<file path="config.mk">
export PLATFORM = sky130hd
export DESIGN_NAME = vram_read_prefetch
export DESIGN_NICKNAME = d
export VERILOG_FILES = /design/src/rtl/vram_pkg.sv /design/src/rtl/vram_access_seq.sv /design/src/rtl/vram_read_prefetch.sv
export SDC_FILE = /design/constraint.sdc
export NUM_CORES = 1
export LEC_CHECK = 0
export CELL_PAD_IN_SITES_DETAIL_PLACEMENT = 0
export CELL_PAD_IN_SITES_GLOBAL_PLACEMENT = 1
export CORE_ASPECT_RATIO = 1.4
export CORE_MARGIN = 1.5
export CORE_UTILIZATION = 30
export CTS_BUF_LIST = sky130_fd_sc_hd__clkbuf_16
export CTS_CLUSTER_DIAMETER = 200
export DETAILED_ROUTE_END_ITERATION = 10
export PLACE_DENSITY_LB_ADDON = 0.1
export SKIP_LAST_GASP = 1
export SLEW_MARGIN = 40
export SYNTH_ARGS = -nofsm -noshare
export SYNTH_HDL_FRONTEND = slang
export SYNTH_SLANG_ARGS = --single-unit
</file>
<file path="constraint.sdc">
create_clock -name clock -period 1.6 [get_ports clock]
set_clock_uncertainty 0.05 [all_clocks]
set_input_delay 0.24 -clock clock [delete_from_list [all_inputs] [get_ports clock]]
set_output_delay 0.24 -clock clock [all_outputs]
set_load 0.1 [all_outputs]
</file>
<file path="src/rtl/vram_pkg.sv">
// Shared definitions for the VRAM read path: default widths, the word
// stride used for sequential prefetch, FSM states and bus-idle levels.
// The prefetch states exist only when VRAM_READ_PREFETCH_EN is defined.
package vram_pkg;

    localparam int DEF_ADDR_W      = 20;
    localparam int DEF_DATA_W      = 16;
    localparam int DEF_WAIT_STATES = 2;

    // One VRAM word is two bytes of ISA address space.
    localparam int WORD_STRIDE = 2;

    // Wait counter covers the full 0..7 wait-state range.
    localparam int CNT_W = 3;

    // Levels of the active-low strobes when the bus is not ours.
    localparam logic CE_IDLE = 1'b1;
    localparam logic OE_IDLE = 1'b1;

    typedef enum logic [2:0] {
        ST_IDLE      = 3'd0,
        ST_WAIT_BUS  = 3'd1,
        ST_ACCESS    = 3'd2,
`ifdef VRAM_READ_PREFETCH_EN
        ST_DONE      = 3'd3,
        ST_PF_WAIT   = 3'd4,
        ST_PF_ACCESS = 3'd5
`else
        ST_DONE      = 3'd3
`endif
    } state_t;

endpackage

</file>
<file path="src/rtl/vram_access_seq.sv">
// Timed VRAM read strobe sequencer. A start pulse asserts CE/OE/IO_EN on
// the next edge and holds them for WAIT_STATES+1 cycles; sample flags the
// last cycle, abort flags loss of the bus grant, which drops the strobes.
// Used for both demand and prefetch reads.
module vram_access_seq
    import vram_pkg::*;
#(
    parameter int WAIT_STATES = DEF_WAIT_STATES
) (
    input  logic clock,
    input  logic reset,
    input  logic start,
    input  logic free,
    output logic ce_n,
    output logic oe_n,
    output logic io_en,
    output logic sample,
    output logic abort
);

    localparam logic [CNT_W-1:0] CNT_LOAD = CNT_W'(WAIT_STATES);

    logic             active;
    logic [CNT_W-1:0] count;

    assign sample = active & free & (count == '0);
    assign abort  = active & ~free;

    // Registered strobes: load on start, count down, release on completion or grant loss.
    always_ff @(posedge clock) begin
        if (reset) begin
            active <= 1'b0;
            count  <= '0;
            ce_n   <= CE_IDLE;
            oe_n   <= OE_IDLE;
            io_en  <= 1'b0;
        end else if (active) begin
            if (!free || (count == '0)) begin
                active <= 1'b0;
                ce_n   <= CE_IDLE;
                oe_n   <= OE_IDLE;
                io_en  <= 1'b0;
            end else begin
                count <= count - 1'b1;
            end
        end else if (start) begin
            active <= 1'b1;
            count  <= CNT_LOAD;
            ce_n   <= ~CE_IDLE;
            oe_n   <= ~OE_IDLE;
            io_en  <= 1'b1;
        end
    end

endmodule

</file>
<file path="src/rtl/vram_read_prefetch.sv">
// ISA-to-VRAM read path beside the write buffer on the shared VRAM bus.
// Accepts single-word reads, waits for the bus grant and an empty write
// buffer, runs a timed read and returns data with a one-cycle ack.
// Define VRAM_READ_PREFETCH_EN to add a one-word sequential prefetch.
module vram_read_prefetch
    import vram_pkg::*;
#(
    parameter int ADDR_W      = DEF_ADDR_W,
    parameter int DATA_W      = DEF_DATA_W,
    parameter int WAIT_STATES = DEF_WAIT_STATES
) (
    input  logic              clock,
    input  logic              RESET,
    input  logic              req,
    input  logic [ADDR_W-1:0] req_addr,
    output logic              rd_ack,
    output logic [DATA_W-1:0] rd_data,
    output logic              busy,
    input  logic              free,
    input  logic              wbuf_empty,
    input  logic              wr_snoop,
    output logic [ADDR_W-1:0] vram_addr,
    input  logic [DATA_W-1:0] vram_data_in,
    output logic              vram_ce_n,
    output logic              vram_oe_n,
    output logic              READBUF_IO_EN
);

    state_t            state, next_state;
    logic [ADDR_W-1:0] cur_addr;
    logic              accept;
    logic              seq_start;
    logic              seq_sample;
    logic              seq_abort;

`ifdef VRAM_READ_PREFETCH_EN
    logic [ADDR_W-1:0] pf_addr;
    logic [DATA_W-1:0] pf_data;
    logic              pf_valid;
    logic              pend;
    logic              pf_discard;
    logic              hit_idle;
    logic              hit_pf;
    logic [ADDR_W-1:0] pend_addr;
    logic              in_pf_next;

    assign pend_addr  = pend ? cur_addr : req_addr;
    assign in_pf_next = (next_state == ST_PF_WAIT) || (next_state == ST_PF_ACCESS);
`else
    logic unused_snoop;
    assign unused_snoop = wr_snoop;
`endif

    vram_access_seq #(
        .WAIT_STATES (WAIT_STATES)
    ) u_seq (
        .clock  (clock),
        .reset  (RESET),
        .start  (seq_start),
        .free   (free),
        .ce_n   (vram_ce_n),
        .oe_n   (vram_oe_n),
        .io_en  (READBUF_IO_EN),
        .sample (seq_sample),
        .abort  (seq_abort)
    );

    assign rd_ack = (state == ST_DONE);

    // Next state and per-cycle controls; accesses start only with grant and empty write buffer.
    always_comb begin
        next_state = state;
        seq_start  = 1'b0;
        accept     = 1'b0;
`ifdef VRAM_READ_PREFETCH_EN
        hit_idle   = 1'b0;
        hit_pf     = 1'b0;
`endif
        case (state)
            ST_IDLE: begin
                if (req) begin
                    accept     = 1'b1;
                    next_state = ST_WAIT_BUS;
`ifdef VRAM_READ_PREFETCH_EN
                    if (pf_valid && !wr_snoop && (req_addr == pf_addr)) begin
                        hit_idle   = 1'b1;
                        next_state = ST_DONE;
                    end
`endif
                end
            end
            ST_WAIT_BUS: begin
                if (free && wbuf_empty) begin
                    seq_start  = 1'b1;
                    next_state = ST_ACCESS;
                end
            end
            ST_ACCESS: begin
                if (seq_abort) begin
                    next_state = ST_WAIT_BUS;
                end else if (seq_sample) begin
                    next_state = ST_DONE;
                end
            end
`ifdef VRAM_READ_PREFETCH_EN
            ST_DONE: begin
                next_state = ST_PF_WAIT;
            end
            ST_PF_WAIT: begin
                if (pend) begin
                    next_state = ST_WAIT_BUS;
                end else if (req) begin
                    accept     = 1'b1;
                    next_state = ST_WAIT_BUS;
                end else if (free && wbuf_empty) begin
                    seq_start  = 1'b1;
                    next_state = ST_PF_ACCESS;
                end
            end
            ST_PF_ACCESS: begin
                if (req && !pend) begin
                    accept = 1'b1;
                end
                if (seq_abort) begin
                    next_state = ST_PF_WAIT;
                end else if (seq_sample) begin
                    if (!(pend || req)) begin
                        next_state = ST_IDLE;
                    end else if (!pf_discard && !wr_snoop && (pend_addr == pf_addr)) begin
                        hit_pf     = 1'b1;
                        next_state = ST_DONE;
                    end else begin
                        next_state = ST_WAIT_BUS;
                    end
                end
            end
`else
            ST_DONE: begin
                next_state = ST_IDLE;
            end
`endif
            default: begin
                next_state = ST_IDLE;
            end
        endcase
    end

    // Busy covers an ISA read from the cycle after acceptance through its ack.
    always_comb begin
        busy = 1'b0;
        case (state)
            ST_WAIT_BUS, ST_ACCESS, ST_DONE: busy = 1'b1;
`ifdef VRAM_READ_PREFETCH_EN
            ST_PF_WAIT, ST_PF_ACCESS:        busy = pend;
`endif
            default:                         busy = 1'b0;
        endcase
    end

    // State register, request address, VRAM address and returned data.
    always_ff @(posedge clock) begin
        if (RESET) begin
            state     <= ST_IDLE;
            cur_addr  <= '0;
            vram_addr <= '0;
            rd_data   <= '0;
        end else begin
            state <= next_state;
            if (accept) begin
                cur_addr <= req_addr;
            end
`ifdef VRAM_READ_PREFETCH_EN
            if (seq_start) begin
                vram_addr <= (state == ST_PF_WAIT) ? pf_addr : cur_addr;
            end
            if ((state == ST_ACCESS) && seq_sample) begin
                rd_data <= vram_data_in;
            end else if (hit_idle) begin
                rd_data <= pf_data;
            end else if (hit_pf) begin
                rd_data <= vram_data_in;
            end
`else
            if (seq_start) begin
                vram_addr <= cur_addr;
            end
            if ((state == ST_ACCESS) && seq_sample) begin
                rd_data <= vram_data_in;
            end
`endif
        end
    end

`ifdef VRAM_READ_PREFETCH_EN
    // Prefetch buffer: next sequential address, stored word, validity, latched request and write invalidation.
    always_ff @(posedge clock) begin
        if (RESET) begin
            pf_addr    <= '0;
            pf_data    <= '0;
            pf_valid   <= 1'b0;
            pend       <= 1'b0;
            pf_discard <= 1'b0;
        end else begin
            if (state == ST_DONE) begin
                pf_addr <= cur_addr + ADDR_W'(WORD_STRIDE);
            end
            if ((state == ST_PF_ACCESS) && seq_sample) begin
                pf_data <= vram_data_in;
            end
            if ((state == ST_PF_ACCESS) && seq_sample && (next_state == ST_IDLE)) begin
                pf_valid <= !(pf_discard || wr_snoop);
            end else if ((state == ST_IDLE) && (next_state == ST_IDLE)) begin
                pf_valid <= pf_valid && !wr_snoop;
            end else begin
                pf_valid <= 1'b0;
            end
            if (in_pf_next) begin
                pend       <= pend | (accept && (state == ST_PF_ACCESS));
                pf_discard <= pf_discard | wr_snoop;
            end else begin
                pend       <= 1'b0;
                pf_discard <= 1'b0;
            end
        end
    end
`endif

endmodule

</file>
==> flow_metrics.env <==
export IMPL_status="completed"
export IMPL_postSynthAreaPerCell_um2=8.707
export IMPL_dpl_cell_area_um2=3971
export IMPL_core_area_um2=8198
export IMPL_dr_pass1_iters=4
export IMPL_port_buffers=81
export IMPL_grt_overflow=0
export IMPL_diodes=0
export IMPL_cap_violations=0
export IMPL_worstHoldEndpoint="u_seq.io_en"
export IMPL_crit_chain="or2_2, buf_12"
export IMPL_grt_total_usage_pct=14.60
export IMPL_rsz0062_at_grt="false"
export IMPL_insertion_delay_ns=0.32
export IMPL_grt_first_pass_wirelength_um=10250
export IMPL_finalPower_mw=4.059
export IMPL_r2r_cells=6
export IMPL_ys_seq_elements=64
export IMPL_min_path_cells=2
export IMPL_synth_compound_area_share_pct=11.78
export IMPL_finalHoldViolCount=0
export IMPL_maxSlewViolCount=0
export IMPL_synthSimpleGateAreaFrac_pct=25.61
export IMPL_whs_ns=0.1634
export IMPL_syn_nets=338
export IMPL_r2r_start="u_seq.count[0]"
export IMPL_crit_slowest_cell="dfxtp_1"
export IMPL_ant_nets=0
export IMPL_critPathMaxFanout=9
export IMPL_layout_drive_gt1_share_pct=22.62
export IMPL_syn_to_final_growth_pct=66.86
export IMPL_cp_start_kind="register"
export IMPL_synth_mux_area_share_pct=6.647
export IMPL_die_area_um2=9104
export IMPL_slew_headroom_pct=82.09
export IMPL_wl_per_cell_um=12.37
export IMPL_ys_warn_count=0
export IMPL_nFillCells=766
export IMPL_viasPerCell=4.499
export IMPL_die_w_um=81.07
export IMPL_ys_flop_type="dfxtp_1"
export IMPL_clockRootBuffer="clkbuf_16"
export IMPL_cts_tree="built"
export IMPL_synth_top_family_by_area="simple AND/OR/NAND/NOR gates"
export IMPL_clkTransAtPathRegs_ns=0.06
export IMPL_setup_violations=0
export IMPL_nets=428
export IMPL_cellPowerDensity_nw_per_um2=950.2
export IMPL_rows=39
export IMPL_crit_type="reg2out"
export IMPL_fmax_mhz=661.5
export IMPL_initial_core_util_pct=31.23
export IMPL_cp_buffers_inverters=1
export IMPL_ys_types=34
export IMPL_crit_required_ns=1.31
export IMPL_synth_adder_area_share_pct=0.9775
export IMPL_period_minus_slack_ns=1.512
export IMPL_synth_seq_area_share_pct=50.05
export IMPL_peakVddDrop_v=0.0006049
export IMPL_htree_num_levels=3
export IMPL_tns_ns=0
export IMPL_clock_sinks=64
export IMPL_drc=0
export IMPL_ctsHoldBuffers=0
export IMPL_grt_pass1_vias=2162
export IMPL_synth_xor_area_share_pct=0
export IMPL_min_from="RESET"
export IMPL_place_hpwl_um=4259
export IMPL_finalCritPeriodShare_pct=94.48
export IMPL_worst_pin_slew_ns=0.2683
export IMPL_critPathMaxStageDelay_ns=0.38
export IMPL_antenna_found_initial=0
export IMPL_synth_edff_count=0
export IMPL_synthArstFlopShare_pct=0
export IMPL_num_io_pins=83
export IMPL_mostFrequentLayoutCell="nand2_1"
export IMPL_timing_rr_end="rd_data[9]"
export IMPL_first_iter_violations=71
export IMPL_critical_path_top_delay_family="flip-flops"
export IMPL_final_area_um2=4272
export IMPL_final_cell_mix="nand2_1, dfxtp_1, a21oi_1, buf_12, clkdlybuf4s50_1"
export IMPL_wirelength_um=6076
export IMPL_ctsLongestPathBuffers=2
export IMPL_cts_made_buffers=9
export IMPL_hold_path_class="in2reg"
export IMPL_regToRegSetupSlack_ns=0.14
export IMPL_grt_max_degree=58
export IMPL_synth_cells=294
export IMPL_vias=2209
export IMPL_place_congestion=0.7266
export IMPL_leakage_nw=1.573
export IMPL_worstSetupEndpointType="output pin"
export IMPL_worst_ep_arrival_time_ns=1.22
export IMPL_netlist_area_um2=2560
export IMPL_die_h_um=112.3
[worst max path at each step]
stage | from | endpoint | depth (start not counted)
final | state[0] | busy | 2
after floorplan | u_seq.count[0] | rd_data[0] | 6
after detailed placement | free | rd_data[4] | 5
after global routing | u_seq.count[0] | rd_data[9] | 6
after CTS | u_seq.count[0] | rd_data[9] | 6
after global placement | free | rd_data[6] | 5
[cells by family after synthesis]
group | Yosys count
and+or+nand+nor | 133
DFF | 64
AOI/OAI and AO/OA | 54
buffers and inverters | 24
muxes | 17
adders and majority gates | 2
[flip-flops by register name (all words and copies together), names as in the netlist]
signal,flops
vram_addr,20
u_seq.count,3
cur_addr,20
rd_data,16
u_seq.active,1
state,2
u_seq.ce_n,1
u_seq.io_en,1
[area by class of cell]
class / count / area [µm²] / area share [%]
inverter: 4 / 15.01 / 0.3515
tap: 102 / 127.6 / 2.988
sequential: 64 / 1282 / 30.02
multi-input combinational: 206 / 1160 / 27.15
clock inverter: 7 / 72.57 / 1.699
timing repair buffer: 99 / 1389 / 32.51
clock buffer: 9 / 225.2 / 5.272
[metal layers]
layer	track usage, %	wire length (µm)	up-vias	part of all wire, %
met4	5.172	89	0	1.5
met2	22.83	2919	62	48
li1	-	-	1139	-
met1	17.95	2598	999	43
met5	0	0	-	0
met3	5.854	468	9	7.7
[worst register-to-register path, delay by kind of cell, from the launching register on]
kind                       cells  cell delay, ns
buffers and inverters          2            0.29
and+or+nand+nor                2            0.32
muxes                          1            0.20
DFF                            1            0.32
adders and majority gates      1            0.22
[stage by stage]
step	setup WS (ns)	std cells	util (%)
floorplan	0.06200	294	-
global placement	-0.06410	475	48.44
detailed placement	-0.1023	475	48.44
CTS	0.08563	491	52.08
global route	0.004794	491	52.11
finish	0.08827	491	52.11
[cells in the mapped netlist, types with 2 or more instances]
master    number  share of area, %
nand2b_4       2               1.1
dfxtp_1       64                50
clkbuf_1       7               1.0
nor2_1         3              0.44
nand3_1        2              0.39
mux2i_1       17               6.6
ha_1           2              0.98
a31oi_1        2              0.49
inv_1          4              0.59
nand2_1       82                12
nand2b_1      32               7.8
buf_2         10               2.0
a21oi_1       44               8.6
buf_4          2              0.59
nor2b_1        2              0.49
[report_power, final]
| group | internal, mW | switching, mW |
|---|---|---|
| clock | 1.20 | 0.723 |
| sequential | 1.64 | 0.0303 |
| combinational | 0.227 | 0.235 |
[what timing repair did]
| action | in CTS | in global routing |
|---|---|---|
| gates resized for setup | 0 | 1 |
| endpoints found under the setup margin | 0 | 10 |
| buffers inserted | 0 | 0 |
Power figures use the tool's default switching activity.
